$ cat src/rtl/irq_ctrl.sv
// Interrupt controller: latches source pulses into a pending register, masks with enable,
// and runs a fixed-priority assert/claim/EOI handshake with the CPU over the peripheral bus.
module irq_ctrl #(
    parameter int NUM_SRC = 4,
    parameter int IDW     = 2
) (
    input  logic               clk,
    input  logic               rst,
    input  logic               bus_valid,
    input  logic               bus_write,
    input  logic [18:0]        bus_addr,
    input  logic [18:0]        bus_wdata,
    output logic [18:0]        bus_rdata,
    input  logic [NUM_SRC-1:0] irq_src,
    output logic               cpu_irq,
    output logic [IDW-1:0]     cpu_irq_id,
    input  logic               cpu_irq_ack
);

    typedef enum logic [1:0] {IDLE, ASSERT, SERVICE} state_t;

    state_t             state_q, state_d;
    logic [NUM_SRC-1:0] pending_q, pending_d;
    logic [NUM_SRC-1:0] enable_q, enable_d;
    logic [IDW-1:0]     cur_id_q, cur_id_d;
    logic               cpu_irq_q, cpu_irq_d;
    logic [IDW-1:0]     cpu_irq_id_q, cpu_irq_id_d;

    logic               wr_en;
    logic               wr_pend, wr_enab, wr_eoi;
    logic               claim;
    logic [NUM_SRC-1:0] cur_mask;
    logic [NUM_SRC-1:0] avail;

    // Only addr[3:2] and the low NUM_SRC data bits carry meaning.
    logic unused_bus_bits;
    assign unused_bus_bits = ^{bus_addr[18:4], bus_addr[1:0], bus_wdata[18:NUM_SRC]};

    always_comb begin
        wr_en   = bus_valid && bus_write;
        wr_pend = wr_en && (bus_addr[3:2] == 2'b00);
        wr_enab = wr_en && (bus_addr[3:2] == 2'b01);
        wr_eoi  = wr_en && (bus_addr[3:2] == 2'b11);
        claim   = (state_q == ASSERT) && cpu_irq_ack;

        cur_mask = '0;
        for (int i = 0; i < NUM_SRC; i++) begin
            if (cur_id_q == IDW'(i)) cur_mask[i] = 1'b1;
        end

        // Clears first, then sets, so a same-cycle source event always survives.
        pending_d = pending_q;
        if (wr_pend) pending_d = pending_d & ~bus_wdata[NUM_SRC-1:0];
        if (claim)   pending_d = pending_d & ~cur_mask;
        pending_d = pending_d | irq_src;

        enable_d = wr_enab ? bus_wdata[NUM_SRC-1:0] : enable_q;

        avail    = pending_q & enable_q;
        state_d  = state_q;
        cur_id_d = cur_id_q;
        unique case (state_q)
            IDLE: begin
                if (|avail) begin
                    for (int i = NUM_SRC - 1; i >= 0; i--) begin
                        if (avail[i]) cur_id_d = IDW'(i);
                    end
                    state_d = ASSERT;
                end
            end
            ASSERT: begin
                if (cpu_irq_ack) begin
                    state_d = SERVICE;
                end else if ((pending_d & enable_d & cur_mask) == '0) begin
                    state_d = IDLE;
                end
            end
            SERVICE: begin
                if (wr_eoi) state_d = IDLE;
            end
            default: state_d = IDLE;
        endcase

        cpu_irq_d    = (state_d == ASSERT);
        cpu_irq_id_d = cur_id_d;
    end

    always_ff @(posedge clk) begin
        if (rst) begin
            state_q      <= IDLE;
            pending_q    <= '0;
            enable_q     <= '0;
            cur_id_q     <= '0;
            cpu_irq_q    <= 1'b0;
            cpu_irq_id_q <= '0;
        end else begin
            state_q      <= state_d;
            pending_q    <= pending_d;
            enable_q     <= enable_d;
            cur_id_q     <= cur_id_d;
            cpu_irq_q    <= cpu_irq_d;
            cpu_irq_id_q <= cpu_irq_id_d;
        end
    end

    always_comb begin
        bus_rdata = '0;
        if (bus_valid && !bus_write) begin
            unique case (bus_addr[3:2])
                2'b00: bus_rdata[NUM_SRC-1:0] = pending_q;
                2'b01: bus_rdata[NUM_SRC-1:0] = enable_q;
                2'b10: begin
                    bus_rdata[IDW-1:0] = cur_id_q;
                    bus_rdata[17]      = (state_q == ASSERT);
                    bus_rdata[18]      = (state_q == SERVICE);
                end
                default: bus_rdata = '0;
            endcase
        end
    end

    assign cpu_irq    = cpu_irq_q;
    assign cpu_irq_id = cpu_irq_id_q;

endmodule

$ cat config.mk
export PLATFORM = sky130hd
export DESIGN_NAME = irq_ctrl
export DESIGN_NICKNAME = d
export VERILOG_FILES = /design/src/rtl/irq_ctrl.sv
export SDC_FILE = /design/constraint.sdc
export NUM_CORES = 1
export LEC_CHECK = 0
export CELL_PAD_IN_SITES_DETAIL_PLACEMENT = 2
export CELL_PAD_IN_SITES_GLOBAL_PLACEMENT = 2
export CORE_ASPECT_RATIO = 0.75
export CORE_MARGIN = 3
export CORE_UTILIZATION = 17
export DETAILED_ROUTE_END_ITERATION = 10
export GPL_ROUTABILITY_DRIVEN = 0
export PLACE_DENSITY = 0.9
export SLEW_MARGIN = 10
export SYNTH_ARGS = -nofsm -noshare
export SYNTH_HDL_FRONTEND = slang
export SYNTH_SLANG_ARGS = --single-unit
$ cat constraint.sdc
create_clock -name clk -period 1.82 [get_ports clk]
set_input_delay 0.455 -clock clk [delete_from_list [all_inputs] [get_ports clk]]
set_output_delay 0.455 -clock clk [all_outputs]
set_load 0.02 [all_outputs]
==> summary.txt <==
Pwr
  – P_int: 0.533 mW
  – Power Total: 0.753 mW
  – Switching share of power: 0.293
  – Worst VDD drop: 0.000174 V
  – P per Cell Area: 549 nW/um2
  – Comb pwr share: 0.234
  – Net switching power: 0.221 mW
  – Sequential power share: 0.405
  – Power share of the clock group: 0.361
  – Lkg Pwr: 0.640 nW

Global routing
  – Remaining Overflow, GRT: 0
  – Initial antenna violation count: 0
  – Largest net degree at the start of global routing: 12
  – First-pass GRT wire length: 5530 um
  – GR Util All Layers: 0.109
  – Vias in the first global route: 1034

Cells and area
  – Layout cells sized above 1: 0.286
  – Layout fillers: 592
  – Inserted Diodes: 0
  – Area Growth Syn to Fin: 51.2%
  – Post-route cell area: 1370 um2
  – Fin util: 0.274
  – Final nets: 202

Clock tree
  – Total clock sinks: 13
  – Clock Latency Late Sink: 0.24 ns
  – Reg clk slew, reported paths: 0.06 ns
  – CTS Buffer Depth: 2
  – H-tree Lvls: 1
  – Hold Buf Count CTS: 0
  – Root buf cell: clkbuf_8
  – CTS tree: built
  – TritonCTS Buffers: 3

Timing
  – Slew Viols, Final: 0
  – Crit share post-route: 0.961
  – Setup Skew: 0.00320 ns
  – Final min period: 1.75 ns
  – Fmax: 572 MHz
  – Finish-stage setup viols: 0
  – Hold Violations, Final: 0

Synthesis
  – Xor/xnor share of the synthesized area: 0
  – Ys Warns: 0
  – Number of enable flip-flop cells after synthesis: 0
  – Register area share after synthesis: 0.287
  – Synth Area in Compound Gates: 0.197
  – Distinct cell type count after synthesis: 38
  – Synth Instances: 107
  – Synthesized area: 907 um2
  – Synth Flop Type: dfxtp_1
  – Synthesized area per cell: 8.48 um2
  – Largest family of logic cells by synthesized area: simple AND/OR/NAND/NOR gates
  – Mux share of post-synthesis cell area: 0.101
  – Synthesized flop and latch total: 13
  – Post-Synth Adder-Cell Area: 0
  – Simple-gate share of the synthesized area: 0.261
  – Synth async-reset ratio: 0

Detailed routing
  – Antenna-violating nets left: 0
  – DRC errors left: 0
  – DR vias/cell: 4.15
  – DRT Pass-1 Iters: 4
  – Number of DRC markers in iteration 0: 53
  – Routed wire per std cell: 14.7 um
  – Vias: 938
  – Drt total wl: 3330 um

Critical path
  – Flop2flop setup slack: 0.26 ns
  – RR Endpoint: state_q[0]
  – CP startpoint kind: primary input
  – Reg2reg start: state_q[0]
  – Worst setup path endpoint: bus_rdata[1]
  – Critical Path Start: bus_addr[3]
  – Worst EP arrival: 1.29 ns
  – Critical Path RT: 1.36 ns
  – Peak fanout along the critical path: 4
  – R2R cell count: 6
  – Crit. End Element: primary output
  – Crit path kind: primary input to primary output

Floorplan
  – Height of the die: 69.3 um
  – Core Rows: 22
  – Top Ports: 69
  – Core ar.: 5010 um2
  – Chip Width: 90.4 um
  – Initial Util: 0.181
  – Die footprint: 6260 um2

Place
  – DP Wirelength: 2690 um
  – PortBufs: 23
  – DP Area: 1330 um2

Outcome
  – Status: completed

Run
  – Max Cap Viol: 0

Worst hold path
  – Min-delay worst type: flop to flop
  – Hold Crit Depth: 4
cells in the final DEF (no fill, tap or decap), types with 2 or more instances in the layout:
cell,instances
clkbuf_8,3
and4bb_2,2
nor2b_1,2
dfxtp_1,13
dlygate4sd2_1,2
inv_1,5
nor3_1,2
o211ai_1,3
a211oi_1,2
a21oi_1,7
clkdlybuf4s50_1,12
mux2i_1,8
nor2_1,14
buf_4,25
a31oi_1,2
buf_2,4
conb_1,13
a221oi_1,2
nand2_1,6
nand2b_1,2
layer usage:
metal	up-vias	track usage	wire [um]
li1	455	-	-
met1	459	0.138	1590
met2	22	0.187	1610
met3	2	0.0228	97
met4	0	0.0323	28
met5	-	0	0
power by group through the flow:
stage          Clock [mW]  Sequential (mW)  Combinational (mW)
2_1_floorplan           0            0.312               0.104
3_3_place_gp            0            0.311               0.167
3_5_place_dp            0            0.311               0.174
4_1_cts             0.273            0.305               0.174
5_1_grt             0.291            0.307               0.194
6_report            0.272            0.305               0.176
synthesized netlist by cell type, drive strengths merged, types with 3 or more instances:
cell / number / area, um2
dfxtp: 13 / 260
a21oi: 7 / 35.0
a211oi: 3 / 27.5
nand2: 6 / 22.5
mux2i: 8 / 80.1
nand2b: 3 / 18.8
and4bb: 3 / 41.3
nor2: 14 / 52.6
o211ai: 3 / 22.5
inv: 5 / 18.8
buf: 15 / 114
area by class of cell:
cell class	instances	area, um2	area share
Clock buffer	4	45.0	0.0328
Inverter	5	18.8	0.0137
Multi-Input combinational cell	85	573	0.418
Sequential cell	13	260	0.190
Tap cell	72	90.1	0.0657
Timing Repair Buffer	47	384	0.280
worst max-delay path, cell delays in order:
cell           delay, ns
dlygate4sd2_1       0.24
and2b_2             0.22
a21oi_1             0.16
nor2_1              0.06
buf_4               0.15
state kept, by name, summed over array words and instances, names as in the netlist:
signal      flops
state_q         2
cpu_irq         1
enable_q        4
cpu_irq_id      2
pending_q       4
timing repair:
action,4_1_cts,5_1_grt
cloned,0,0
resized for setup,37,4
pin swaps,3,5
buffers inserted,0,2
endpoints found under the setup margin,11,6
stage by stage:
stage / hold slack [ns] / TNS, ns / std cells / worst slack [ns]
final: 0.649 / 0 / 226 / 0.0704
after global routing: 0.690 / -0.0148 / 226 / -0.0148
after CTS: 0.649 / 0 / 224 / 0.00907
after detailed placement: 0.633 / -6.46 / 220 / -0.720
after global placement: 0.612 / -5.62 / 220 / -0.663
after floorplan: 0.495 / 0 / 119 / 0.0324
kinds of logic after synthesis:
| logic type | Yosys count |
|---|---|
| compound gates | 25 |
| buf+inv | 21 |
| mux | 9 |
| simple gates | 38 |
| other cells | 1 |
| flops | 13 |
worst min-delay path by stage:
| stage | from | slack (ns) | end |
|---|---|---|---|
| after floorplan | pending_q[3] | 0.50 | pending_q[3] |
| after CTS | pending_q[3] | 0.65 | pending_q[3] |
| after detailed placement | pending_q[3] | 0.63 | pending_q[3] |
| final | pending_q[1] | 0.65 | pending_q[1] |
| after global placement | pending_q[1] | 0.61 | pending_q[1] |
| after global routing | pending_q[3] | 0.69 | pending_q[3] |
Power figures use the tool's default switching activity.
